==> src/rtl/cpu_pkg.sv <==
// Shared types for the multi-cycle CPU controller: FSM states, instruction classes, ALU opcodes.
// Also holds the default data and program-counter widths.
package cpu_pkg;

  localparam int DATA_W_DEF = 16;
  localparam int PC_W_DEF   = 8;

  typedef enum logic [2:0] {
    S_IDLE,
    S_FETCH,
    S_DECODE,
    S_EXEC,
    S_WB,
    S_HALT
  } state_t;

  localparam logic [1:0] CLS_ALU   = 2'b00;
  localparam logic [1:0] CLS_LOADI = 2'b01;
  localparam logic [1:0] CLS_JMP   = 2'b10;
  localparam logic [1:0] CLS_HALT  = 2'b11;

  typedef enum logic [1:0] {
    ALU_ADD = 2'b00,
    ALU_SUB = 2'b01,
    ALU_AND = 2'b10,
    ALU_OR  = 2'b11
  } alu_op_t;

endpackage

==> src/rtl/cpu_regfile.sv <==
// 4-entry register file: two asynchronous read ports, one synchronous write port.
// Zero read latency; write lands on the next rising edge; no backpressure.
module cpu_regfile
  import cpu_pkg::*;
#(
  parameter int DATA_W = DATA_W_DEF
) (
  input  logic              clk,
  input  logic              rst,
  input  logic              we,
  input  logic [1:0]        waddr,
  input  logic [DATA_W-1:0] wdata,
  input  logic [1:0]        raddr_a,
  output logic [DATA_W-1:0] rdata_a,
  input  logic [1:0]        raddr_b,
  output logic [DATA_W-1:0] rdata_b
);

  logic [DATA_W-1:0] regs [4];

  always_ff @(posedge clk) begin
    if (rst) begin
      for (int i = 0; i < 4; i++) regs[i] <= '0;
    end else if (we) begin
      regs[waddr] <= wdata;
    end
  end

  assign rdata_a = regs[raddr_a];
  assign rdata_b = regs[raddr_b];

endmodule

==> src/rtl/cpu_controller.sv <==
// Multi-cycle CPU controller (FETCH/DECODE/EXEC/WB); ALU and LOADI take 4 cycles, JMP 3, no backpressure.
// Optional macro CPU_CTRL_ZERO_FLAG_EN enables the zero flag and conditional jumps.
module cpu_controller
  import cpu_pkg::*;
#(
  parameter int DATA_W = DATA_W_DEF,
  parameter int PC_W   = PC_W_DEF
) (
  input  logic              clk,
  input  logic              rst,
  input  logic              start,
  output logic [PC_W-1:0]   imem_addr,
  input  logic [15:0]       imem_rdata,
  output logic [DATA_W-1:0] alu_a,
  output logic [DATA_W-1:0] alu_b,
  output logic [1:0]        alu_op,
  input  logic [DATA_W-1:0] alu_result,
  output logic              wb_valid,
  output logic [1:0]        wb_rd,
  output logic [DATA_W-1:0] wb_data,
  output logic              busy,
  output logic              halted,
  output logic              zero_flag
);

  state_t            state, state_nx;
  logic [PC_W-1:0]   pc;
  logic [15:0]       ir;
  logic [DATA_W-1:0] result;
  logic [DATA_W-1:0] rd_a, rd_b;
  logic [1:0]        cls;
  logic              we;
  logic              jmp_take;

  assign cls = ir[15:14];

  cpu_regfile #(.DATA_W(DATA_W)) u_regfile (
    .clk     (clk),
    .rst     (rst),
    .we      (we),
    .waddr   (ir[11:10]),
    .wdata   (result),
    .raddr_a (ir[9:8]),
    .rdata_a (rd_a),
    .raddr_b (ir[7:6]),
    .rdata_b (rd_b)
  );

`ifdef CPU_CTRL_ZERO_FLAG_EN
  logic zf;

  always_ff @(posedge clk) begin
    if (rst) begin
      zf <= 1'b0;
    end else if (state == S_WB && cls == CLS_ALU) begin
      zf <= (result == '0);
    end
  end

  assign zero_flag = zf;
  assign jmp_take  = !ir[13] || zf;
`else
  assign zero_flag = 1'b0;
  assign jmp_take  = 1'b1;
`endif

  always_ff @(posedge clk) begin
    if (rst) begin
      state  <= S_IDLE;
      pc     <= '0;
      ir     <= '0;
      result <= '0;
    end else begin
      state <= state_nx;
      case (state)
        S_IDLE:   if (start) pc <= '0;
        S_DECODE: ir <= imem_rdata;
        S_EXEC: begin
          case (cls)
            CLS_ALU:   result <= alu_result;
            CLS_LOADI: result <= DATA_W'(ir[7:0]);
            CLS_JMP:   pc <= jmp_take ? PC_W'(ir[7:0]) : pc + PC_W'(1);
            default: ;
          endcase
        end
        S_WB:     pc <= pc + PC_W'(1);
        default: ;
      endcase
    end
  end

  // Operands come straight from the regfile, so rd==rs sees the pre-write value.
  always_comb begin
    state_nx = state;
    alu_a    = '0;
    alu_b    = '0;
    alu_op   = '0;
    we       = 1'b0;
    case (state)
      S_IDLE:   if (start) state_nx = S_FETCH;
      S_FETCH:  state_nx = S_DECODE;
      S_DECODE: state_nx = S_EXEC;
      S_EXEC: begin
        alu_a  = rd_a;
        alu_b  = rd_b;
        alu_op = ir[13:12];
        case (cls)
          CLS_JMP:  state_nx = S_FETCH;
          CLS_HALT: state_nx = S_HALT;
          default:  state_nx = S_WB;
        endcase
      end
      S_WB: begin
        we       = 1'b1;
        state_nx = S_FETCH;
      end
      S_HALT:   state_nx = S_HALT;
      default:  state_nx = S_IDLE;
    endcase
  end

  assign imem_addr = pc;
  assign wb_valid  = (state == S_WB);
  assign wb_rd     = (state == S_WB) ? ir[11:10] : 2'b00;
  assign wb_data   = (state == S_WB) ? result : '0;
  assign busy      = (state == S_FETCH) || (state == S_DECODE) ||
                     (state == S_EXEC)  || (state == S_WB);
  assign halted    = (state == S_HALT);

endmodule

==> config.mk <==
export PLATFORM = sky130hd
export DESIGN_NAME = cpu_controller
export DESIGN_NICKNAME = d
export VERILOG_FILES = /design/src/rtl/cpu_pkg.sv /design/src/rtl/cpu_regfile.sv /design/src/rtl/cpu_controller.sv
export SDC_FILE = /design/constraint.sdc
export NUM_CORES = 1
export LEC_CHECK = 0
export BUFFER_PORTS_ARGS = -buffer_cell sky130_fd_sc_hd__buf_2
export CORE_AREA = 2 2 103 105
export CTS_CLUSTER_SIZE = 25
export DETAILED_ROUTE_END_ITERATION = 6
export DIE_AREA = 0 0 105 107
export HOLD_SLACK_MARGIN = 0.03
export MAX_ROUTING_LAYER = met4
export PLACE_DENSITY = 0.88
export SETUP_SLACK_MARGIN = 0.2
export SLEW_MARGIN = 10
export SYNTH_ARGS = -nofsm -noshare
export SYNTH_HDL_FRONTEND = slang
export SYNTH_SLANG_ARGS = --single-unit
export TNS_END_PERCENT = 50
==> constraint.sdc <==
create_clock -name clk -period 2.55 [get_ports clk]
set_input_delay 0.1275 -clock clk [delete_from_list [all_inputs] [get_ports clk]]
set_output_delay 0.1275 -clock clk [all_outputs]
set_load 0.02 [all_outputs]
==> metrics.md <==
| Metric | Value |
|---|---|
| Outcome | complete, no violations |
| Async S/R FF share, synth | 0% |
| Area post-placement | 0.00612 sq mm |
| Share of cells above drive strength 1 | 28.6% |
| Final WL | 12,900 um |
| Final Max Tran Viols | 0 |
| Final Hold Viols | 0 |
| Clock period minus worst slack | 2.27 ns |
| Wire length per cell after detailed routing | 17.8 um |
| Number of instances in the synthesized netlist | 476 |
| Final Worst Setup Slack | 0.282 ns |
| Antenna violations before repair | 0 |
| Worst-skew pair later-pin latency | 0.37 ns |
| Largest fanout of any net on the critical path | 25 |
| Starting Density | 54.7% |
| Most used DFF post-synth | edfxtp_1 |
| Routing usage on met3 | 4.32% |
| Total of endpoints with negative setup slack in the final report | 0 |
| Number of clock buffers inserted by TritonCTS | 9 |
| Syn avg cell area | 11.6 sq um |
| Cell taking the most area after synthesis | edfxtp_1 |
| Post-detailed-route count of antenna-violating nets | 0 |
| Number of flops mapped to enable cells by yosys | 64 |
| Core area | 0.0101 sq mm |
| Sequential cell area fraction in the yosys report | 51.9% |
| Slew at the pin with the worst max-slew slack | 0.612 ns |
| Clock tree from TritonCTS | done |
| Global-route wire length before repair | 20,800 um |
| Number of max-cap violations | 0 |
| Via count of the first global-routing pass | 4,217 |
| Level count of the clock H-tree | 3 |
| Final critical-path share of the clock period | 88.9% |
| Pre-CTS WS | 0.379 ns |
| Floorplan die area | 0.0112 sq mm |
| Post-route DRC | 0 |
| Required time worst endpoint | 2.42 ns |
| Setup Crit Path Kind | flip-flop to output port |
| Remaining Overflow, GRT | 0 |
| GR Layer Usage met2 | 42.9% |
| Row cnt | 37 |
| Root buffer cell | clkbuf_8 |
| Final core area utilization | 64.8% |
| Type of the most critical hold path | primary input to flip-flop |
| Buffer depth of the longest clock path | 2 |
| Global routing's busiest layer | met2 |
| RSZ-0062 raised after global routing | no |
| Number of buffers added for setup after CTS | 0 |
| Setup_tns | 0 ns |
| Gpl congestion | 0.856 |
| Fillers | 779 |
| Nature of the critical path startpoint | flip-flop |
| Synthesis warning total | 0 |
| Total standard cell area after synthesis | 0.00552 sq mm |
| Post-synth top cells | and2_1 (116), edfxtp_1 (64), dfxtp_1 (47) |
| NumNets Final | 621 |
| Number of placed I/O pins | 99 |
| Peak supply drop | 372 uV |
| Area share of the largest cell type after synthesis | 34.8% |
| Overall via count from detail_route | 4,042 |
| Number of search-and-repair iterations in the first detailed-routing pass | 4 |
| Clock input transition at the sequential cells of the worst setup and hold paths | 0.10 ns |
| Minimum hold slack | 0.108 ns |
| Count of input and output buffers | 97 |
| Element type at the critical path end | output port |
| Seq cells post-synth | 111 |
| Layout Cells excl Fill | 726 |
| GR Layer Usage met1 | 28.3% |
| Via density per instance | 5.57 |
| Die W | 105 um |
| Top achievable clock speed | 441 MHz |
| Layout-stage area growth over the synthesis result | 18.5% |
| Post-synthesis cell type count | 41 |
| Total placed cells including tap cells | 686 |
| Number of antenna diodes | 0 |
| Largest cells by area after synthesis | edfxtp_1 (35%), dfxtp_1 (17%), and2_1 (13%) |
| Setup skew after layout | 0.0102 ns |
| Largest net degree at the start of global routing | 35 |
| Number of DRC markers in iteration 0 | 306 |
| Remaining max-slew budget at the tightest pin | 59.2% |
| Detailed Place HPWL | 8890 um |
| Data arrival time of the critical path | 2.14 ns |
| Global router's overall resource usage | 24.6% |
| Die height | 107 um |
| Total clock sinks | 111 |
| Lkg Pwr | 2.60 nW |
| Design Area, Final | 0.00654 sq mm |
| Net Count, Synth | 512 |
| Pwr Density | 569 mW/mm^2 |
| Most instantiated library cell after synthesis | and2_1 |
| Power consumption | 3.72 mW |
-- cell families (layout without fill, tap and decap cells) --
| logic type | Yosys count | count (layout) | share of synthesized area, % |
|---|---|---|---|
| and+or+nand+nor | 223 | 223 | 23.2 |
| DFF | 111 | 111 | 51.9 |
| AOI/OAI and AO/OA | 56 | 56 | 6.37 |
| buffers and inverters | 41 | 155 | 3.29 |
| muxes | 40 | 40 | 14.5 |
| xor gates and xnor gates | 3 | 3 | 0.476 |
| adders and majority gates | 1 | 1 | 0.227 |
| other | 1 | 1 | 0.0679 |
-- registers in the layout, indices dropped and copies added (netlist names), named ones only --
register        cells
state               3
imem_addr           8
result             16
ir                 16
u_regfile.regs     64
-- path summary, 6_finish.rpt --
check                           slack, ns          start  cells after the start                    to
worst min register to register       0.46         ir[12]                      2                ir[12]
worst max-delay path                 0.28       state[0]                      5            wb_data[5]
worst max register to register       0.35       state[0]                      4  u_regfile.regs[1][7]
worst min-delay path                 0.11  alu_result[7]                      3             result[7]
-- worst max-delay path, stage by stage (launching register included) --
cell      delay (ns)
dfxtp_1         0.43
or3b_1          0.56
clkinv_2        0.09
buf_4           0.25
and2_1          0.24
buf_2           0.19
-- cell type report --
class	instances	area (sq um)	area share, %
Clock buffer	9	124	1.89
Clock inverter	7	55.1	0.841
Inverter	2	8.76	0.134
Multi-Input combinational cell	324	2480	37.8
Sequential cell	111	2860	43.8
Tap cell	136	170	2.60
Timing Repair Buffer	137	846	12.9
-- power breakdown --
group / switching (mW) / internal [mW]
Clock: 0.612 / 0.366
Sequential: 0.111 / 1.99
Combinational: 0.346 / 0.294
Total: 1.07 / 2.65
-- routing by layer --
layer / vias to the layer above / wire length, um
met2: 149 / 6860
met1: 1965 / 5030
li1: 1902 / -
met4: 0 / 358
met3: 26 / 642
met5: - / 0
-- placed cells by master, fill, tap and decap left out, types with 3 or more instances in the layout --
master / Yosys / routed
a21oi_1: 32 / 32
mux4_2: 32 / 32
or2_2: 3 / 3
buf_4: 3 / 16
nor2_1: 24 / 24
xnor2_1: 3 / 3
nand3_1: 4 / 4
nand2_1: 44 / 44
a211oi_1: 10 / 10
and2_1: 116 / 116
a311oi_1: 3 / 3
mux2i_1: 8 / 8
nand3b_1: 9 / 9
dfxtp_1: 47 / 46
buf_2: 6 / 97
nand2b_1: 7 / 7
edfxtp_1: 64 / 64
clkbuf_8: 0 / 9
nor3_1: 5 / 5
clkinvlp_4: 0 / 3
dlygate4sd3_1: 0 / 24
-- repair_timing --
action / 4_1_cts / 5_1_grt
hold buffers: 24 / 0
resized for setup: 0 / 1
setup endpoints to repair: 0 / 1
endpoints found under the hold margin: 28 / 0
Power figures use the tool's default switching activity.
